**config.mk**
```make
export PLATFORM = sky130hd
export DESIGN_NAME = sim_clk_phase_gen
export DESIGN_NICKNAME = d
export VERILOG_FILES = /design/src/rtl/sim_clk_pkg.sv /design/src/rtl/sim_clk_ps_ctrl.sv /design/src/rtl/sim_clk_phase_gen.sv
export SDC_FILE = /design/constraint.sdc
export NUM_CORES = 1
export LEC_CHECK = 0
export CAP_MARGIN = 20
export CORE_UTILIZATION = 45
export CTS_CLUSTER_DIAMETER = 50
export DETAILED_ROUTE_END_ITERATION = 6
export PLACE_DENSITY_LB_ADDON = 0.08
export SYNTH_ARGS = -nofsm -noshare
export SYNTH_HDL_FRONTEND = slang
export SYNTH_SLANG_ARGS = --single-unit
```
**constraint.sdc**
```tcl
create_clock -name CLK -period 2.7 [get_ports CLK]
set_input_delay 0.675 -clock CLK [delete_from_list [all_inputs] [get_ports CLK]]
set_output_delay 0.675 -clock CLK [all_outputs]
set_load 0.02 [all_outputs]
```
**src/rtl/sim_clk_pkg.sv**
```systemverilog
// Shared types and the phase comparison used by the phase-staggered clock divider.
// phase_high() decides whether an output sits in the high half of its period.
package sim_clk_pkg;

    typedef enum logic [1:0] {
        PS_IDLE,
        PS_BUSY,
        PS_DONE
    } ps_state_t;

    // High during the first half-period that starts at count value `off`.
    function automatic logic phase_high(
        input logic [31:0] cnt,
        input logic [31:0] off,
        input logic [31:0] divide
    );
        logic [31:0] pos;
        pos = (cnt + divide - (off % divide)) % divide;
        return pos < (divide >> 1);
    endfunction

endpackage

```
**src/rtl/sim_clk_ps_ctrl.sv**
```systemverilog
// Dynamic phase-shift handshake: accepts a request, moves the phase offset by one
// CLK cycle, then pulses done after a fixed wait.
module sim_clk_ps_ctrl
    import sim_clk_pkg::*;
#(
    parameter int DIVIDE  = 4,
    parameter int PS_WAIT = 4
) (
    input  logic                      clk,
    input  logic                      rst,
    input  logic                      en,
    input  logic                      incdec,
    output logic [$clog2(DIVIDE)-1:0] off,
    output logic                      done
);

    localparam int CW = $clog2(DIVIDE);
    localparam int WW = (PS_WAIT > 1) ? $clog2(PS_WAIT) : 1;

    ps_state_t     state, state_nxt;
    logic [WW-1:0] wait_cnt, wait_nxt;
    logic [CW-1:0] off_nxt;
    logic          done_nxt;
    logic          accept;

    // NOTE: every signal written here gets a default first, so no branch can infer a latch.
    always_comb begin
        state_nxt = state;
        wait_nxt  = wait_cnt;
        off_nxt   = off;
        done_nxt  = 1'b0;
        accept    = 1'b0;
        case (state)
            PS_IDLE: accept = en;
            PS_BUSY: begin
                if (wait_cnt == '0) begin
                    done_nxt  = 1'b1;
                    state_nxt = PS_DONE;
                end else begin
                    wait_nxt = wait_cnt - WW'(1);
                end
            end
            // A request on the done cycle is taken, so back-to-back shifts land PS_WAIT+1 apart.
            PS_DONE: begin
                accept    = en;
                state_nxt = PS_IDLE;
            end
            default: state_nxt = PS_IDLE;
        endcase

        if (accept) begin
            state_nxt = PS_BUSY;
            wait_nxt  = WW'(PS_WAIT - 1);
            if (incdec)
                off_nxt = (off == CW'(DIVIDE - 1)) ? '0 : off + CW'(1);
            else
                off_nxt = (off == '0) ? CW'(DIVIDE - 1) : off - CW'(1);
        end
    end

    // NOTE: state registers use <= so every flop samples the pre-edge values of the others.
    always_ff @(posedge clk) begin
        if (rst) begin
            state    <= PS_IDLE;
            wait_cnt <= '0;
            off      <= '0;
            done     <= 1'b0;
        end else begin
            state    <= state_nxt;
            wait_cnt <= wait_nxt;
            off      <= off_nxt;
            done     <= done_nxt;
        end
    end

endmodule

```
**src/rtl/sim_clk_phase_gen.sv**
```systemverilog
// Multi-output phase-staggered clock divider with dynamic phase shift and lock flag.
// Output k is CLK/DIVIDE, 50% duty, starting at count (k*PHASE_STEP + ps_off) mod DIVIDE.
module sim_clk_phase_gen
    import sim_clk_pkg::*;
#(
    parameter int DIVIDE      = 4,
    parameter int NUM_OUT     = 4,
    parameter int PHASE_STEP  = 1,
    parameter int LOCK_CYCLES = 8,
    parameter int PS_WAIT     = 4
) (
    input  logic               CLK,
    input  logic               R,
    input  logic               PSEN,
    input  logic               PSINCDEC,
    output logic [NUM_OUT-1:0] CLKOUT,
    output logic               PSDONE,
    output logic               LOCKED
);

    localparam int CW = $clog2(DIVIDE);
    localparam int LW = $clog2(LOCK_CYCLES + 1);

    logic [CW-1:0] cnt;
    logic [CW-1:0] ps_off;
    logic [LW-1:0] lock_cnt;
    logic          wrap;

    assign wrap = (cnt == CW'(DIVIDE - 1));

    always_ff @(posedge CLK) begin
        if (R)
            cnt <= '0;
        else if (wrap)
            cnt <= '0;
        else
            cnt <= cnt + CW'(1);
    end

    // Lock counts whole output periods and never drops until reset.
    always_ff @(posedge CLK) begin
        if (R) begin
            lock_cnt <= '0;
            LOCKED   <= 1'b0;
        end else if (wrap && lock_cnt != LW'(LOCK_CYCLES)) begin
            lock_cnt <= lock_cnt + LW'(1);
            if (lock_cnt == LW'(LOCK_CYCLES - 1))
                LOCKED <= 1'b1;
        end
    end

    sim_clk_ps_ctrl #(
        .DIVIDE (DIVIDE),
        .PS_WAIT(PS_WAIT)
    ) u_ps_ctrl (
        .clk   (CLK),
        .rst   (R),
        .en    (PSEN),
        .incdec(PSINCDEC),
        .off   (ps_off),
        .done  (PSDONE)
    );

    for (genvar k = 0; k < NUM_OUT; k++) begin : g_out
        logic [31:0] off_k;
        logic        q;

        assign off_k = (32'(k) * 32'(PHASE_STEP) + 32'(ps_off)) % 32'(DIVIDE);

        always_ff @(posedge CLK) begin
            if (R)
                q <= 1'b0;
            else
                q <= phase_high(32'(cnt), off_k, 32'(DIVIDE));
        end

        assign CLKOUT[k] = q;
    end

endmodule

```
==> run summary, run 1 <==
CP endpoint kind: output pin
leakage power: 0.364 nW
Hold Path Depth: 1
Max IR drop VDD: 0.522 mV
CP peak stage delay: 0.60 ns
Max Freq: 0.522 GHz
final setup TNS: 0 ns
Initial DRT Pass Iterations: 6
# setup viols final: 0
Synth Instances: 81
layout cell share with drive strength beyond 1: 10.1%
CTS H-tree lvls: 1
Vias/cell: 4.70
Final Skew: 0.00102 ns
yosys warns: 0
post-route cell area: 927 µm²
clk buf depth: 2
critical path fanouts, max: 2
GRT Residual Overflow: 0
Die H: 44.3 µm
die width: 44.3 µm
I/O pins: 10
Placed Area: 891 µm²
failing checks: DRC
Setup WS post-layout: 0.785 ns
Place WS: 0.814 ns
Core ar.: 0.00159 mm²
Hold WC Path Type: flop to flop
TritonCTS Buffers: 3
Reg2Reg Launch Point: lock_cnt[0]
WP data arrival: 1.24 ns
fin nets: 100
RSZ-0062 raised after global routing: false
Hold Startpoint: u_ps_ctrl.state[1]
P&R area growth vs syn: 15.4%
syn_area_per_cell: 9.92 µm²
via count: 531
WP data required: 2.03 ns
antenna cells: 0
GRT Total Usage: 12.3%
crit path kind: flop to output pin
Synth Cell Area: 803 µm²
DRC Markers: 1
Post-CTS Setup Bufs: 0
Distinct cells, synth: 26
cells along the critical path: clkdlybuf4s50_1
vias in the first global route: 448
Slew HR: 74.6%
CTS tree: yes
period utilization: 70.9%
most common cell after layout, fill and taps aside: dfxtp_1
Finished Layout Cells: 113
CTS Hold Buffers Added: 0
R2R depth: 5
Hold WS: 0.482 ns
PwrDens: 647 mW/mm²
antenna violations before repair: 0
most frequent cells in the layout: 18 x dfxtp_1, 9 x nor2_1, 9 x clkdlybuf4s50_1
post-synthesis sequential area ratio: 44.9%
Mapped Nets: 91
Resize count post-CTS: 0
Initial Utilization: 50.4%
Filler cells: 149
max-slew violation count: 0
wire per inst: 9.09 µm
1st-iter DRT viols: 11
WL final: 1030 µm
post-placement cell count: 109
worst skew pair latency: 0.29 ns
FF+latch count, synth: 18
placer congestion estimate: 0.676
Crit Reg-Reg Endpoint: lock_cnt[0]
delay-heaviest family, CP: buffers and inverters
DP HPWL: 800 µm
CP bufs+invs: 1
maxcap violations: 0
largest net degree at the start of global routing: 13
buffers added on ports: 9
Hold Crit Endpoint: u_ps_ctrl.state[1]
num rows: 14
status: complete, but fails checks
Final Util: 58.2%
clk sinks: 18
DIE AREA: 0.00196 mm²
Power Total: 0.600 mW
crit start category: flop
worst slew pin tran: 0.380 ns
Post-DRT Antenna Nets: 0
final hold violations: 0
Min Clock Period, post-route: 1.92 ns
CTS clk-pin slew, worst paths: 0.10 ns
clk root buf: clkbuf_4
crit path max-delay cell type: clkdlybuf4s50_1
R2R Setup Slk: 1.38 ns
first-pass GRT wire length: 1730 µm
## kinds of logic after synthesis
group / after synthesis / share of synthesized area, %
fa+ha+maj: 6 / 9.35
mux: 3 / 3.89
xor+xnor: 5 / 6.39
buf+inv: 13 / 8.26
flops: 18 / 44.9
compound gates: 8 / 7.48
simple gates: 28 / 19.8
## area by class of cell
| cell class | instances | area [µm²] | area share [%] |
|---|---|---|---|
| Multi-Input combinational cell | 50 | 377 | 40.6 |
| Tap cell | 24 | 30.0 | 3.24 |
| Sequential cell | 18 | 360 | 38.9 |
| Clock buffer | 4 | 36.3 | 3.91 |
| Inverter | 7 | 26.3 | 2.83 |
| Timing Repair Buffer | 10 | 97.6 | 10.5 |
## registers in the layout (all words and copies together) (netlist names)
| name | flops |
|---|---|
| cnt | 2 |
| u_ps_ctrl.state | 2 |
| u_ps_ctrl.done | 1 |
| u_ps_ctrl.wait_cnt | 2 |
| g_out.q | 4 |
| lock_cnt | 4 |
| u_ps_ctrl.off | 2 |
| LOCKED | 1 |
## synth_stat cells
master | number | share of area [%]
dfxtp_1 | 18 | 45
nor2_1 | 9 | 4.2
inv_1 | 7 | 3.3
ha_1 | 6 | 9.3
nor2b_1 | 5 | 3.9
buf_4 | 4 | 3.7
nand2_1 | 4 | 1.9
xnor2_1 | 4 | 4.4
nand2b_1 | 3 | 2.3
a21oi_1 | 2 | 1.2
buf_2 | 2 | 1.2
mux2i_1 | 2 | 2.5
nor4bb_1 | 2 | 2.5
a21o_1 | 1 | 0.93
a21oi_2 | 1 | 1.1
a221oi_1 | 1 | 1.1
a311oi_1 | 1 | 1.1
a41oi_1 | 1 | 1.1
mux2_2 | 1 | 1.4
nand4_1 | 1 | 0.78
nor3_1 | 1 | 0.62
nor3b_1 | 1 | 0.93
nor3b_2 | 1 | 1.6
o21a_1 | 1 | 0.93
or3b_1 | 1 | 1.1
xnor2_2 | 1 | 2.0
## power by group
part	switching [mW]	internal, mW
Combinational	0.0595	0.0702
Sequential	0.0156	0.293
Clock	0.0792	0.0821
## worst max-delay path by stage
stage / from / to / cells after the start
floorplan: PSEN / u_ps_ctrl.wait_cnt[1] / 3
global placement: R / u_ps_ctrl.state[1] / 3
detailed placement: PSEN / u_ps_ctrl.wait_cnt[1] / 4
CTS: LOCKED / LOCKED / 1
global route: LOCKED / LOCKED / 1
finish: LOCKED / LOCKED / 1
## metal layers
layer  vias to the layer above  track usage, %  part of all wire (%)
met5                         -               0                     0
met1                       241            14.2                    51
met4                         0            5.45                   1.3
met2                        10            19.1                    42
li1                        278               -                     -
met3                         2            6.12                   5.8
No activity file was read; power rests on OpenSTA's default activity.
==> run 2: changes to the inputs <==
==> constraint.sdc (replaced) <==
create_clock -name CLK -period 2 [get_ports CLK]
set_input_delay 0.5 -clock CLK [delete_from_list [all_inputs] [get_ports CLK]]
set_output_delay 0.5 -clock CLK [all_outputs]
set_load 0.02 [all_outputs]
==> run 2 against run 1 <==
- clock-buffer cell count unchanged
- non-clock buffer count stayed put
- highest routed layer unchanged
- via count is 0.19% lower
- the run still ends with DRC left
- largest cell class unchanged
- power rose by 35%
==> run summary, run 2 (synthesis results as in run 1) <==
status: complete, but fails checks
failing checks: DRC
RSZ-0062 raised after global routing: false
Post-DRT Antenna Nets: 0 (unchanged)
Core ar.: 0.00159 mm² (unchanged)
clk buf depth: 2 (unchanged)
CP startpoint: LOCKED
NetSw: 0.209 mW (+35%)
final hold violations: 0 (unchanged)
leakage power: 0.364 nW (unchanged)
antenna violations before repair: 0 (unchanged)
Resize count post-CTS: 0 (unchanged)
crit path kind: flop to output pin
clk root buf: clkbuf_4
logic gate share of total power: 21.8% (+0.2 points)
placer congestion estimate: 0.729 (+7.9%)
die width: 44.3 µm (unchanged)
Crit Reg-Reg Endpoint: lock_cnt[0]
Min Clock Period, post-route: 1.74 ns
DP HPWL: 803 µm (+0.41%)
buffers added on ports: 9 (unchanged)
via count: 530 (-0.19%)
I/O pins: 10 (unchanged)
# setup viols final: 0 (unchanged)
critical path fanouts, max: 2 (unchanged)
sequential share of power: 51.4% (about the same)
DIE AREA: 0.00196 mm² (unchanged)
wire per inst: 9.32 µm (+2.5%)
period utilization: 87.2%
Sw Share: 25.8% (+0.051 points)
Max Freq: 0.573 GHz
crit path max-delay cell type: clkdlybuf4s50_1
Setup WS post-layout: 0.256 ns (-0.529 ns)
Int Pwr: 0.602 mW (+35%)
crit start category: flop
antenna cells: 0 (unchanged)
largest net degree at the start of global routing: 13 (unchanged)
most frequent cells in the layout: 18 x dfxtp_1, 9 x nor2_1, 9 x clkdlybuf4s50_1
Worst path depth: 1 (unchanged)
Initial Utilization: 50.4% (unchanged)
first-pass GRT wire length: 1980 µm (+15%)
R2R depth: 5 (unchanged)
GRT Total Usage: 14.2% (+2.0 points)
cells along the critical path: clkdlybuf4s50_1
Critical Path End: LOCKED
WL final: 1050 µm (+2.5%)
delay-heaviest family, CP: buffers and inverters
CTS H-tree lvls: 1 (unchanged)
DRC Markers: 1 (unchanged)
Reg2Reg Launch Point: lock_cnt[0]
Max IR drop VDD: 0.601 mV (+15%)
max-slew violation count: 0 (unchanged)
Initial DRT Pass Iterations: 6 (unchanged)
fin nets: 100 (unchanged)
WP data required: 1.50 ns (-0.53 ns)
worst skew pair latency: 0.29 ns (about the same)
Slew HR: 80.0% (+5.4 points)
num rows: 14 (unchanged)
most common cell after layout, fill and taps aside: dfxtp_1
Filler cells: 153 (+2.7%)
Final Skew: 0.00294 ns (+0.00192 ns)
Vias/cell: 4.69 (-0.19%)
CP bufs+invs: 1 (unchanged)
maxcap violations: 0 (unchanged)
CTS Hold Buffers Added: 0 (unchanged)
CTS tree: yes
R2R Setup Slk: 0.70 ns (-0.68 ns)
Place WS: 0.295 ns (-0.519 ns)
Hold WC Path Type: flop to flop
GRT Residual Overflow: 0 (unchanged)
clk sinks: 18 (unchanged)
final setup TNS: 0 ns (unchanged)
1st-iter DRT viols: 9 (-2)
CP peak stage delay: 0.61 ns (about the same)
PwrDens: 874 mW/mm² (+35%)
Power Total: 0.810 mW (+35%)
P&R area growth vs syn: 15.4% (unchanged)
CTS clk-pin slew, worst paths: 0.10 ns (about the same)
biggest regs: g_out.q (4), lock_cnt (4)
Die H: 44.3 µm (unchanged)
worst slew pin tran: 0.299 ns (-0.0811 ns)
Post-CTS Setup Bufs: 0 (unchanged)
CP endpoint kind: output pin
share of total power in the clock network: 26.8% (about the same)
TritonCTS Buffers: 3 (unchanged)
WP data arrival: 1.24 ns (about the same)
vias in the first global route: 493 (+10%)
layout cell share with drive strength beyond 1: 10.1% (unchanged)
-- run 2: cell counts in the layout (fill, tap and decap cells not counted) --
No cell type changed its count.
-- run 2: power groups by stage --
stage | clock (mW) | sequential [mW] | combinational (mW)
2_1_floorplan | 0 | 0.423 | 0.146
3_3_place_gp | 0 | 0.425 | 0.175
3_5_place_dp | 0 | 0.426 | 0.179
4_1_cts | 0.229 | 0.417 | 0.179
5_1_grt | 0.242 | 0.422 | 0.197
6_report | 0.217 | 0.417 | 0.176
-- run 2: cell type report --
class                   count  area, µm²  share of cell area, %
clock buffers               4       36.3                   3.91
inverters                   7       26.3                   2.83
multi-input cells          50        377                   40.6
flip-flops and latches     18        360                   38.9
well taps                  24       30.0                   3.24
repair buffers             10       97.6                   10.5
-- run 2: worst min-delay path by stage --
stage	from	to	slack, ns	cells past startpoint
after floorplan	u_ps_ctrl.state[1]	u_ps_ctrl.done	0.44	1
after global routing	u_ps_ctrl.state[0]	u_ps_ctrl.done	0.52	1
after detailed placement	u_ps_ctrl.state[1]	u_ps_ctrl.done	0.47	1
after CTS	u_ps_ctrl.state[1]	u_ps_ctrl.done	0.48	1
after global placement	u_ps_ctrl.state[1]	u_ps_ctrl.state[1]	0.46	1
final	u_ps_ctrl.state[1]	u_ps_ctrl.done	0.48	1
-- run 2: layer usage --
layer  part of all wire (%)  wire [µm]  GRT usage [%]  vias up
met5                      0          0              0        -
met4                   0.95         10           5.45        0
met3                    4.0         42           6.12        2
met2                     47        499           25.0       11
met1                     48        501           15.0      238
li1                       -          -              -      279
-- run 2: per-stage QoR --
step / util [%] / cell area [µm²] / std cells / hold WS, ns
final: 58.2 / 927 / 113 / 0.481
after global placement: 55.9 / 891 / 109 / 0.463
after detailed placement: 55.9 / 891 / 109 / 0.468
after CTS: 58.2 / 927 / 113 / 0.483
after floorplan: - / 803 / 81 / 0.441
after global routing: 58.2 / 927 / 113 / 0.524
==> run 3: changes to the inputs <==
--- a/config.mk
+++ b/config.mk
@@ -9,6 +9,7 @@
 export CORE_UTILIZATION = 45
 export CTS_CLUSTER_DIAMETER = 50
 export DETAILED_ROUTE_END_ITERATION = 6
+export GPL_TIMING_DRIVEN = 0
 export PLACE_DENSITY_LB_ADDON = 0.08
 export SYNTH_ARGS = -nofsm -noshare
 export SYNTH_HDL_FRONTEND = slang
==> run 3 against run 2 <==
- the run still ends with DRC left
- highest routed layer unchanged
- critical path depth increased by 1
- register-to-register slack got worse by 0.03 ns
- sequential share of layout area decreased by 1.3 points
- cell count increased by 4.4%
- maximum frequency decreased by 2.7%
- design area increased by 3.5%
- first-iteration DRC count increased by 44%
- clock-buffer cell count unchanged
- critical path type unchanged
- combinational power increased by 13%
- clock skew increased by 0.0060 ns
- worst hold slack improved by 0.0011 ns
==> run summary, run 3 (synthesis results as in run 1) <==
status: complete, but fails checks
failing checks: DRC
most common cell after layout, fill and taps aside: dfxtp_1
Power Total: 0.834 mW (+2.9%)
clk buf depth: 2 (unchanged)
crit start category: flop
CP peak stage delay: 0.59 ns (-0.02 ns)
Initial DRT Pass Iterations: 6 (unchanged)
crit path max-delay cell type: clkdlybuf4s50_1
Hold Crit Endpoint: LOCKED
Place WS: 0.289 ns (-0.00603 ns)
post-placement cell count: 114 (+4.6%)
Vias/cell: 4.58 (-2.4%)
clk root buf: clkbuf_4
critical path fanouts, max: 1 (-1)
# setup viols final: 0 (unchanged)
Post-CTS Setup Bufs: 0 (unchanged)
crit path kind: flop to output pin
1st-iter DRT viols: 13 (+4)
Max IR drop VDD: 0.523 mV (-13%)
wire per inst: 8.81 µm (-5.4%)
GRT Residual Overflow: 0 (unchanged)
biggest regs: g_out.q (4), lock_cnt (4)
num rows: 14 (unchanged)
Hold WS: 0.482 ns (+0.00115 ns)
Resize count post-CTS: 0 (unchanged)
Max Freq: 0.558 GHz (-2.7%)
first-pass GRT wire length: 1830 µm (-7.7%)
DIE AREA: 0.00196 mm² (unchanged)
max-slew violation count: 0 (unchanged)
via count: 540 (+1.9%)
period utilization: 89.6% (+2.4 points)
DP HPWL: 820 µm (+2.1%)
I/O pins: 10 (unchanged)
Final Skew: 0.00894 ns (+0.00600 ns)
final setup TNS: 0 ns (unchanged)
antenna cells: 0 (unchanged)
DRC Markers: 1 (unchanged)
layout cell share with drive strength beyond 1: 14.9% (+4.8 points)
Core ar.: 0.00159 mm² (unchanged)
cells along the critical path: buf_4, clkdlybuf4s50_1
vias in the first global route: 460 (-6.7%)
Slew HR: 79.1% (-0.92 points)
placer congestion estimate: 0.698 (-4.3%)
Hold Path Depth: 2 (+1)
WP data arrival: 1.29 ns (+0.05 ns)
GRT Total Usage: 13.2% (-1.0 points)
most frequent cells in the layout: 18 x dfxtp_1, 9 x nor2_1, 9 x clkdlybuf4s50_1
Crit Reg-Reg Endpoint: lock_cnt[0]
worst skew pair latency: 0.29 ns (about the same)
largest net degree at the start of global routing: 11 (-2)
Initial Utilization: 50.4% (unchanged)
CTS Hold Buffers Added: 0 (unchanged)
Die H: 44.3 µm (unchanged)
leakage power: 0.387 nW (+6.5%)
Setup WS post-layout: 0.208 ns (-0.0481 ns)
WL final: 1040 µm (-1.2%)
RSZ-0062 raised after global routing: false
TritonCTS Buffers: 3 (unchanged)
final hold violations: 0 (unchanged)
Hold WC Path Type: flop to flop
P&R area growth vs syn: 19.5%
clk sinks: 18 (unchanged)
buffers added on ports: 9 (unchanged)
CTS H-tree lvls: 1 (unchanged)
fin nets: 105 (+5.0%)
CTS clk-pin slew, worst paths: 0.10 ns (about the same)
die width: 44.3 µm (unchanged)
Min Clock Period, post-route: 1.79 ns (+0.0481 ns)
Hold Startpoint: LOCKED
PwrDens: 869 mW/mm² (-0.58%)
CP endpoint kind: output pin
antenna violations before repair: 0 (unchanged)
Finished Layout Cells: 118 (+4.4%)
worst slew pin tran: 0.313 ns (+0.0137 ns)
WP data required: 1.50 ns (about the same)
CTS tree: yes
Post-DRT Antenna Nets: 0 (unchanged)
maxcap violations: 0 (unchanged)
Reg2Reg Launch Point: lock_cnt[0]
R2R Setup Slk: 0.67 ns (-0.03 ns)
R2R depth: 5 (unchanged)
run 3: changes by cell type in the layout (fill, tap and decap cells not counted):
cell and delta:
buf_4 +3, buf_2 +2
run 3: per-layer routing:
| metal | GRT usage (%) | vias up | wire length [µm] |
|---|---|---|---|
| met5 | 0 | - | 0 |
| met2 | 20.0 | 11 | 447 |
| met4 | 5.45 | 0 | 10 |
| met1 | 15.5 | 238 | 527 |
| met3 | 7.35 | 2 | 54 |
| li1 | - | 289 | - |
run 3: stage by stage:
stage	util (%)	cell area (µm²)
after floorplan	-	803
after global placement	57.9	923
after detailed placement	57.9	923
after CTS	60.2	960
after global routing	60.2	960
final	60.2	960
run 3: power by group:
part,leakage [nW],switching (mW),internal (mW),total (mW)
sequential,0.148,0.0209,0.396,0.417
combinational,0.218,0.0847,0.114,0.199
clock,0.0210,0.107,0.111,0.218
run 3: how the worst max path moves through the flow:
stage,startpoint,to
after floorplan,lock_cnt[0],lock_cnt[0]
after global placement,PSEN,u_ps_ctrl.wait_cnt[1]
after detailed placement,PSEN,u_ps_ctrl.wait_cnt[1]
after CTS,g_out[3].q,CLKOUT[3]
after global routing,g_out[2].q,CLKOUT[2]
final,g_out[3].q,CLKOUT[3]
run 3: layout make-up:
class / count / area [µm²]
fill: 148 / 634
multi-input combinational: 50 / 377
sequential: 18 / 360
timing repair buffer: 9 / 90.1
buffer: 6 / 40.0
clock buffer: 4 / 36.3
tap: 24 / 30.0
inverter: 7 / 26.3
run 3: critical path, delay by kind of cell, from the launching register on:
kind	cells	cell delay (ns)
buffers and inverters	2	0.68
DFF	1	0.32
==> RTL edit (config.mk and constraints of run 3) <==
Compare `lock_cnt` against `LW'(LOCK_CYCLES - 1)` with >= in place of ==.
--- a/src/rtl/sim_clk_phase_gen.sv
+++ b/src/rtl/sim_clk_phase_gen.sv
@@ -44,7 +44,7 @@
             LOCKED   <= 1'b0;
         end else if (wrap && lock_cnt != LW'(LOCK_CYCLES)) begin
             lock_cnt <= lock_cnt + LW'(1);
-            if (lock_cnt == LW'(LOCK_CYCLES - 1))
+            if (lock_cnt >= LW'(LOCK_CYCLES - 1))
                 LOCKED <= 1'b1;
         end
     end
Formal check against the unedited RTL: no difference found for any inputs over 4 cycles, from zero or initial values; that may be too few to reach the edited logic, so the function may still have changed.
==> RTL edit against run 3 <==
  * Power rose by 0.61%
  * Synthesized area rose by 2.5%
  * Global-route usage rose by 1.1 points
  * Design area rose by 2.2%
  * Non-clock buffer count rose by 1
  * Sequential cell count did not move
  * Critical endpoint is now CLKOUT[2]
  * Largest power group unchanged
  * Worst setup slack improved by 0.0042 ns
  * Count of clock-buffer cells in the layout did not move
  * Utilization fell by 3.4 points
  * Combinational power barely moved
  * Critical path type unchanged
  * Routed wire length rose by 11%
  * Sequential share of layout area fell by 0.81 points
  * Largest cell class unchanged
==> RTL edit: results <==
set metrics [dict create \
    seq_area_frac_synth 0.438 \
    drive_gt1_frac 0.168 \
    first_pass_iters 3 \
    power.leakage_nw 0.412 \
    r2r_slack_ns 0.74 \
    finalWeightedCongestion 0.730 \
    synth_compound_area_frac 0.0805 \
    fmax_mhz 559 \
    r2r_start "u_ps_ctrl.wait_cnt[0]" \
    yosys-top-cells-count "18 x dfxtp_1, 8 x nor2_1, 6 x ha_1, 6 x inv_1, 4 x buf_4" \
    outcome "finished clean" \
    synthCells 82 \
    postPlaceCellArea_um2 945 \
    grt_util_all_layers 0.143 \
    tightest_slew_ns 0.213 \
    synth-xor-area-share 0.0623 \
    synth_nets 92 \
    switchingPower_mw 0.218 \
    seq_power_share 0.498 \
    place_ws_ns 0.392 \
    synthMuxAreaShare 0.0122 \
    synth_fa_ha_area_frac 0.0912 \
    worstHoldStart "u_ps_ctrl.state[1]" \
    hold_end "u_ps_ctrl.done" \
    worst_r2r_endpoint "u_ps_ctrl.wait_cnt[1]" \
    via_per_inst 4.63 \
    holdWs_ns 0.471 \
    routed_wl_mm 1.16 \
    ir_drop_v 0.000538 \
    final_nets 106 \
    drt_iter0_drc 4 \
]
## RTL edit: cell types whose count changed after synthesis, moves of 2 or more
| cell | run 3 | this run |
|---|---|---|
| nor2b_1 | 5 | 1 |
| and2b_1 | 0 | 2 |
| and2b_2 | 0 | 2 |
| nand4b_1 | 0 | 2 |
## RTL edit: layout make-up
| class | instances | area, um2 |
|---|---|---|
| fill | 168 | 746 |
| sequential | 18 | 360 |
| tap | 25 | 31.3 |
| multi-input combinational | 51 | 395 |
| clock buffer | 4 | 36.3 |
| timing repair buffer | 9 | 90.1 |
| inverter | 6 | 22.5 |
| buffer | 7 | 45.0 |
## RTL edit: critical path, delay by kind of cell, from the launching register on
| kind | cells | cell delay (ns) |
|---|---|---|
| DFF | 1 | 0.32 |
| buffers and inverters | 2 | 0.68 |
## RTL edit: routing by layer
metal,vias to the layer above,share of wire,wire length [um],track usage
li1,297,-,-,-
met1,246,0.51,586,0.169
met2,8,0.44,510,0.224
met3,4,0.020,23,0.0360
met4,0,0.033,38,0.109
met5,-,0,0,0
